<file path="config.mk">
export PLATFORM = sky130hd
export DESIGN_NAME = fs_dither_stream
export DESIGN_NICKNAME = d
export VERILOG_FILES = /design/src/rtl/fs_dither_stream.sv
export SDC_FILE = /design/constraint.sdc
export NUM_CORES = 1
export LEC_CHECK = 0
export ABC_CLOCK_PERIOD_IN_PS = 8540
export BUFFER_PORTS_ARGS = -buffer_cell sky130_fd_sc_hd__buf_4
export CORE_ASPECT_RATIO = 1.5
export CORE_MARGIN = 3
export CORE_UTILIZATION = 51
export CTS_CLUSTER_SIZE = 20
export DETAILED_ROUTE_END_ITERATION = 8
export GPL_TIMING_DRIVEN = 0
export PLACE_DENSITY = 0.76
export SYNTH_ARGS = -nofsm -noshare
export SYNTH_HDL_FRONTEND = slang
export SYNTH_SLANG_ARGS = --single-unit
</file>
<file path="constraint.sdc">
create_clock -name clk -period 8.54 [get_ports clk]
set_input_delay 0 -clock clk [delete_from_list [all_inputs] [get_ports clk]]
set_output_delay 0 -clock clk [all_outputs]
set_load 0.01 [all_outputs]
</file>
<file path="src/rtl/fs_dither_stream.sv">
// Streaming Floyd-Steinberg error-diffusion quantiser for a raster pixel stream.
// One pixel per cycle, single registered output stage with ready/valid handshakes.
module fs_dither_stream #(
    parameter int IMAGEX     = 16,
    parameter int IMAGEY     = 16,
    parameter int RGB_SIZE   = 8,
    parameter int QUANT_BITS = 1
) (
    input  logic                clk,
    input  logic                reset,
    input  logic                in_valid,
    input  logic [RGB_SIZE-1:0] in_data,
    output logic                in_ready,
    input  logic                dither_en,
    output logic                out_valid,
    output logic [RGB_SIZE-1:0] out_data,
    input  logic                out_ready,
    output logic                out_sof,
    output logic                out_eol,
    output logic                frame_done
);
    localparam int XW  = (IMAGEX > 2) ? $clog2(IMAGEX) : 1;
    localparam int YW  = (IMAGEY > 2) ? $clog2(IMAGEY) : 1;
    localparam int VW  = RGB_SIZE + 3;
    localparam int EW  = RGB_SIZE + 2;
    localparam int PW  = RGB_SIZE + 7;
    localparam int REP = (RGB_SIZE + QUANT_BITS - 1) / QUANT_BITS;
    localparam logic [XW-1:0]        X_LAST = XW'(IMAGEX - 1);
    localparam logic [YW-1:0]        Y_LAST = YW'(IMAGEY - 1);
    localparam logic signed [VW-1:0] V_MAX  = VW'((1 << RGB_SIZE) - 1);

    logic [XW-1:0]        x;
    logic [YW-1:0]        y;
    logic                 den_frame;
    logic                 out_last;
    logic signed [EW-1:0] east;
    logic signed [EW-1:0] p0;
    logic signed [EW-1:0] p1;
    logic signed [EW-1:0] row_buf [IMAGEX];

    logic                      accept, first, last_x, last_y, den;
    logic signed [EW-1:0]      east_in, row_in, p1_in;
    logic signed [VW-1:0]      v, err;
    logic [RGB_SIZE-1:0]       vc, q;
    logic [QUANT_BITS-1:0]     idx;
    logic [REP*QUANT_BITS-1:0] rep;
    logic signed [PW-1:0]      errx, m7, m5, m3;
    logic signed [EW-1:0]      e7, e5, e3, e1;

    assign in_ready   = reset | ~out_valid | out_ready;
    assign accept     = in_valid & in_ready & ~reset;
    assign frame_done = out_valid & out_ready & out_last & ~reset;
    assign first      = (x == '0) && (y == '0);
    assign last_x     = (x == X_LAST);
    assign last_y     = (y == Y_LAST);
    // Pixel (0,0) uses the live enable; the rest of the frame uses the latched copy.
    assign den        = first ? dither_en : den_frame;

    always_comb begin
        east_in = (den && x != '0) ? east : '0;
        row_in  = (den && y != '0) ? row_buf[x] : '0;
        p1_in   = (x == '0) ? '0 : p1;
        v = {3'b000, in_data}
            + {{(VW-EW){east_in[EW-1]}}, east_in}
            + {{(VW-EW){row_in[EW-1]}}, row_in};
        if (v[VW-1]) begin
            vc = '0;
        end else if (v > V_MAX) begin
            vc = '1;
        end else begin
            vc = v[RGB_SIZE-1:0];
        end
        idx  = vc[RGB_SIZE-1 -: QUANT_BITS];
        rep  = {REP{idx}};
        q    = rep[REP*QUANT_BITS-1 -: RGB_SIZE];
        err  = {3'b000, vc} - {3'b000, q};
        errx = {{(PW-VW){err[VW-1]}}, err};
        m7   = (errx <<< 3) - errx;
        m5   = (errx <<< 2) + errx;
        m3   = (errx <<< 1) + errx;
        e7   = EW'(m7 >>> 4);
        e5   = EW'(m5 >>> 4);
        e3   = EW'(m3 >>> 4);
        e1   = EW'(errx >>> 4);
    end

    always_ff @(posedge clk) begin
        if (reset) begin
            out_valid <= 1'b0;
            out_data  <= '0;
            out_sof   <= 1'b0;
            out_eol   <= 1'b0;
            out_last  <= 1'b0;
            x         <= '0;
            y         <= '0;
            east      <= '0;
            den_frame <= 1'b0;
        end else if (accept) begin
            out_valid <= 1'b1;
            out_data  <= q;
            out_sof   <= first;
            out_eol   <= last_x;
            out_last  <= last_x & last_y;
            x         <= last_x ? '0 : x + XW'(1);
            if (last_x) y <= last_y ? '0 : y + YW'(1);
            if (first) den_frame <= dither_en;
            if (den) east <= last_x ? '0 : e7;
        end else if (out_ready) begin
            out_valid <= 1'b0;
        end
    end

    // The buffer holds the current row until each column is read, so next-row
    // contributions are staged in p0 (column x-1) and p1 (column x) and a column
    // is only committed once its e3 share from the right neighbour is known.
    always_ff @(posedge clk) begin
        if (accept && den && !last_y) begin
            if (x != '0) row_buf[x - XW'(1)] <= p0 + e3;
            if (last_x) row_buf[x] <= p1_in + e5;
            p0 <= p1_in + e5;
            p1 <= e1;
        end
    end
endmodule
</file>
==> results.py <==
metrics = {
    "status": {
        "status": "finished clean",
    },
    "setup_path": {
        "crit_type": "flip-flop to flip-flop",
        "cpPeakStageDelay_ns": 0.54,
        "cp_slowest_cell": "mux4_2",
        "required_ns": 8.76,
        "worstPathArrival_ns": 8.73,
        "path_max_fanout": 6,
        "startpoint_type": "flip-flop",
        "worstSetupEndpointType": "flip-flop",
    },
    "power": {
        "irDropWorstVdd_v": 0.000203,
        "leakage_nw": 5.35,
        "total_power_mw": 5.14,
        "powerDensity_nw_per_um2": 368,
    },
    "sta": {
        "relSlewSlack": 0.403,
        "setup_ws_ns": 0.0394,
        "rsz0062_at_grt": "yes",
        "post-route-period-util": 0.995,
        "setup_violations": 0,
        "hold_ws_ns": 0.123,
        "fmax_mhz": 118,
        "fin_setup_tns_ns": 0,
        "finalClockSkew_ns": 0.0173,
        "fin_crit_ns": 8.50,
        "final_max_slew_viol_count": 0,
        "worstMarginPinSlew_ns": 0.896,
        "hold_viol_final": 0,
    },
    "place": {
        "dpl_cell_area_um2": 12400,
        "dpl.cell_count": 1280,
        "place_congestion": 0.878,
        "place_ws_ns": -1.98,
        "place_hpwl_um": 20600,
        "io_buffers": 23,
    },
    "clock_tree": {
        "cts_tree": "built",
        "cts_buffers": 20,
        "h-tree-depth": 1,
        "clk_pin_slew_ns": 0.07,
        "clock_latency_ns": 0.50,
        "cts.sinks": 202,
        "cts_buffer_depth": 3,
        "cts_root_buffer": "clkbuf_16",
    },
    "layout": {
        "diodes": 0,
        "stdcell_count": 1354,
        "area_growth_pct": 17.3,
        "final_area_um2": 13900,
        "drive_gt1_frac": 0.256,
        "fin_nets": 1148,
        "final_util": 0.616,
    },
    "grt": {
        "grt_pass1_wl_um": 44700,
        "grt.total_usage": 0.234,
        "overflow": 0,
        "antenna_found_initial": 0,
        "grt_start_max_net_pins": 16,
        "grt_pass1_vias": 8227,
    },
    "yosys": {
        "synth-edff-count": 175,
        "syn_area_um2": 11900,
        "yosysTopAreaCellShare": 0.442,
        "synth_common_cells": "175 x edfxtp_1, 83 x inv_1, 73 x xnor2_1, 66 x nand2_1, 59 x ha_1",
        "avgSynthCellArea_um2": 12.1,
        "ys_warn_count": 0,
        "yosys-top-cells-area": "edfxtp_1 44%, mux4_2 9.5%, ha_1 6.2%",
        "synth_top_area_cell": "edfxtp_1",
        "yosysUniqueCellTypes": 72,
        "ys.flop_type": "edfxtp_1",
        "ys_async_sr_fraction": 0,
        "yosysMostFrequentCell": "edfxtp_1",
        "syn_inst": 980,
        "syn_nets": 1064,
        "synth_seq_cells": 202,
        "seq_area_frac_synth": 0.488,
    },
    "detailed_routing": {
        "drcViolationCount": 0,
        "num_vias": 8100,
        "drt_pre_antenna_iters": 5,
        "wire_per_inst_um": 21.9,
        "drtAntennaViolNets": 0,
        "avgViaCountPerCell": 5.98,
        "wl_um": 29700,
        "drt_iter0_markers": 629,
    },
    "floorplanning": {
        "fp-row-count": 67,
        "dieArea_um2": 25200,
        "initial_core_util": 0.525,
        "die_x_um": 131,
        "die_h_um": 193,
        "io_pins": 26,
        "core_area_um2": 22600,
    },
    "worst_hold_path": {
        "min-delay-path-class": "input pin to flip-flop",
    },
    "job": {
        "cap_viol_max_count": 0,
    },
}
==> layer usage <==
metal  routed length (um)  GRT usage  share of wire
met5                    0          0              0
met4                 1520      0.109          0.051
met3                 1180     0.0256          0.040
met2                16300      0.443           0.55
met1                10700      0.256           0.36
==> critical path, delay by kind of cell (launching register included) <==
kind | cells | cell delay [ns]
AOI/OAI and AO/OA | 13 | 2.87
adders and majority gates | 6 | 1.93
muxes | 3 | 1.13
xor gates and xnor gates | 4 | 0.86
and+or+nand+nor | 3 | 0.54
buffers and inverters | 4 | 0.45
DFF | 1 | 0.43
==> flip-flops by register name, indices dropped and copies added, names as in the netlist, named ones only <==
register / flops
p0: 10
out_valid: 1
out_sof: 1
y: 4
out_last: 1
out_eol: 1
row_buf: 160
p1: 5
x: 4
den_frame: 1
out_data: 1
east: 9
==> repair_timing <==
item	4_1_cts	5_1_grt
hold buffers	2	0
endpoints found under the setup margin	157	113
resized for setup	81	49
hold endpoints to repair	5	0
cloned	0	1
buffers inserted	18	27
pin swaps	25	32
==> cells in the final DEF (no fill, tap or decap), drive strengths merged, types with 12 or more instances in the layout <==
cell and n:
inv 83, xnor2 74, buf 97, nor2 31, nand2 66, fa 12
nor2b 15, dfxtp 27, mux2i 15, ha 59, edfxtp 175, a21oi 39
mux4 50, nand3 15, clkbuf 72, and2 25, xor2 23, nor3 14
o21ai 37
==> final cells by class <==
type	count	area (um^2)
Buffer	73	414
Clock buffer	27	578
Clock inverter	9	115
Fill cell	1708	8690
Inverter	83	314
Multi-Input combinational cell	613	5810
Sequential cell	202	5800
Tap cell	276	345
Timing Repair Buffer	71	567
==> path summary, 6_finish.rpt <==
kind	from	to	slack (ns)	depth (start not counted)
worst max-delay path	flip-flop	row_buf[12][9]	0.04	33
worst min-delay path	out_ready	out_data[0]	0.12	4
worst max register to register	flip-flop	row_buf[12][9]	0.04	33
worst min register to register	east[7]	east[7]	0.45	2
==> logic make-up after synthesis <==
family                     share of synthesized area
xor gates and xnor gates                      0.0749
and+or+nand+nor                               0.0900
DFF                                            0.488
buffers and inverters                         0.0560
muxes                                          0.118
AOI/OAI and AO/OA                             0.0906
adders and majority gates                     0.0831
==> power by group <==
part	total [mW]	internal, mW	leakage (nW)	switching, mW
registers	1.50	1.49	1.79	0.0117
clock network	0.923	0.541	0.335	0.382
logic	2.71	1.20	3.22	1.51
total	5.14	3.23	5.35	1.90
Note: power is estimated with default switching activity, not from simulation.
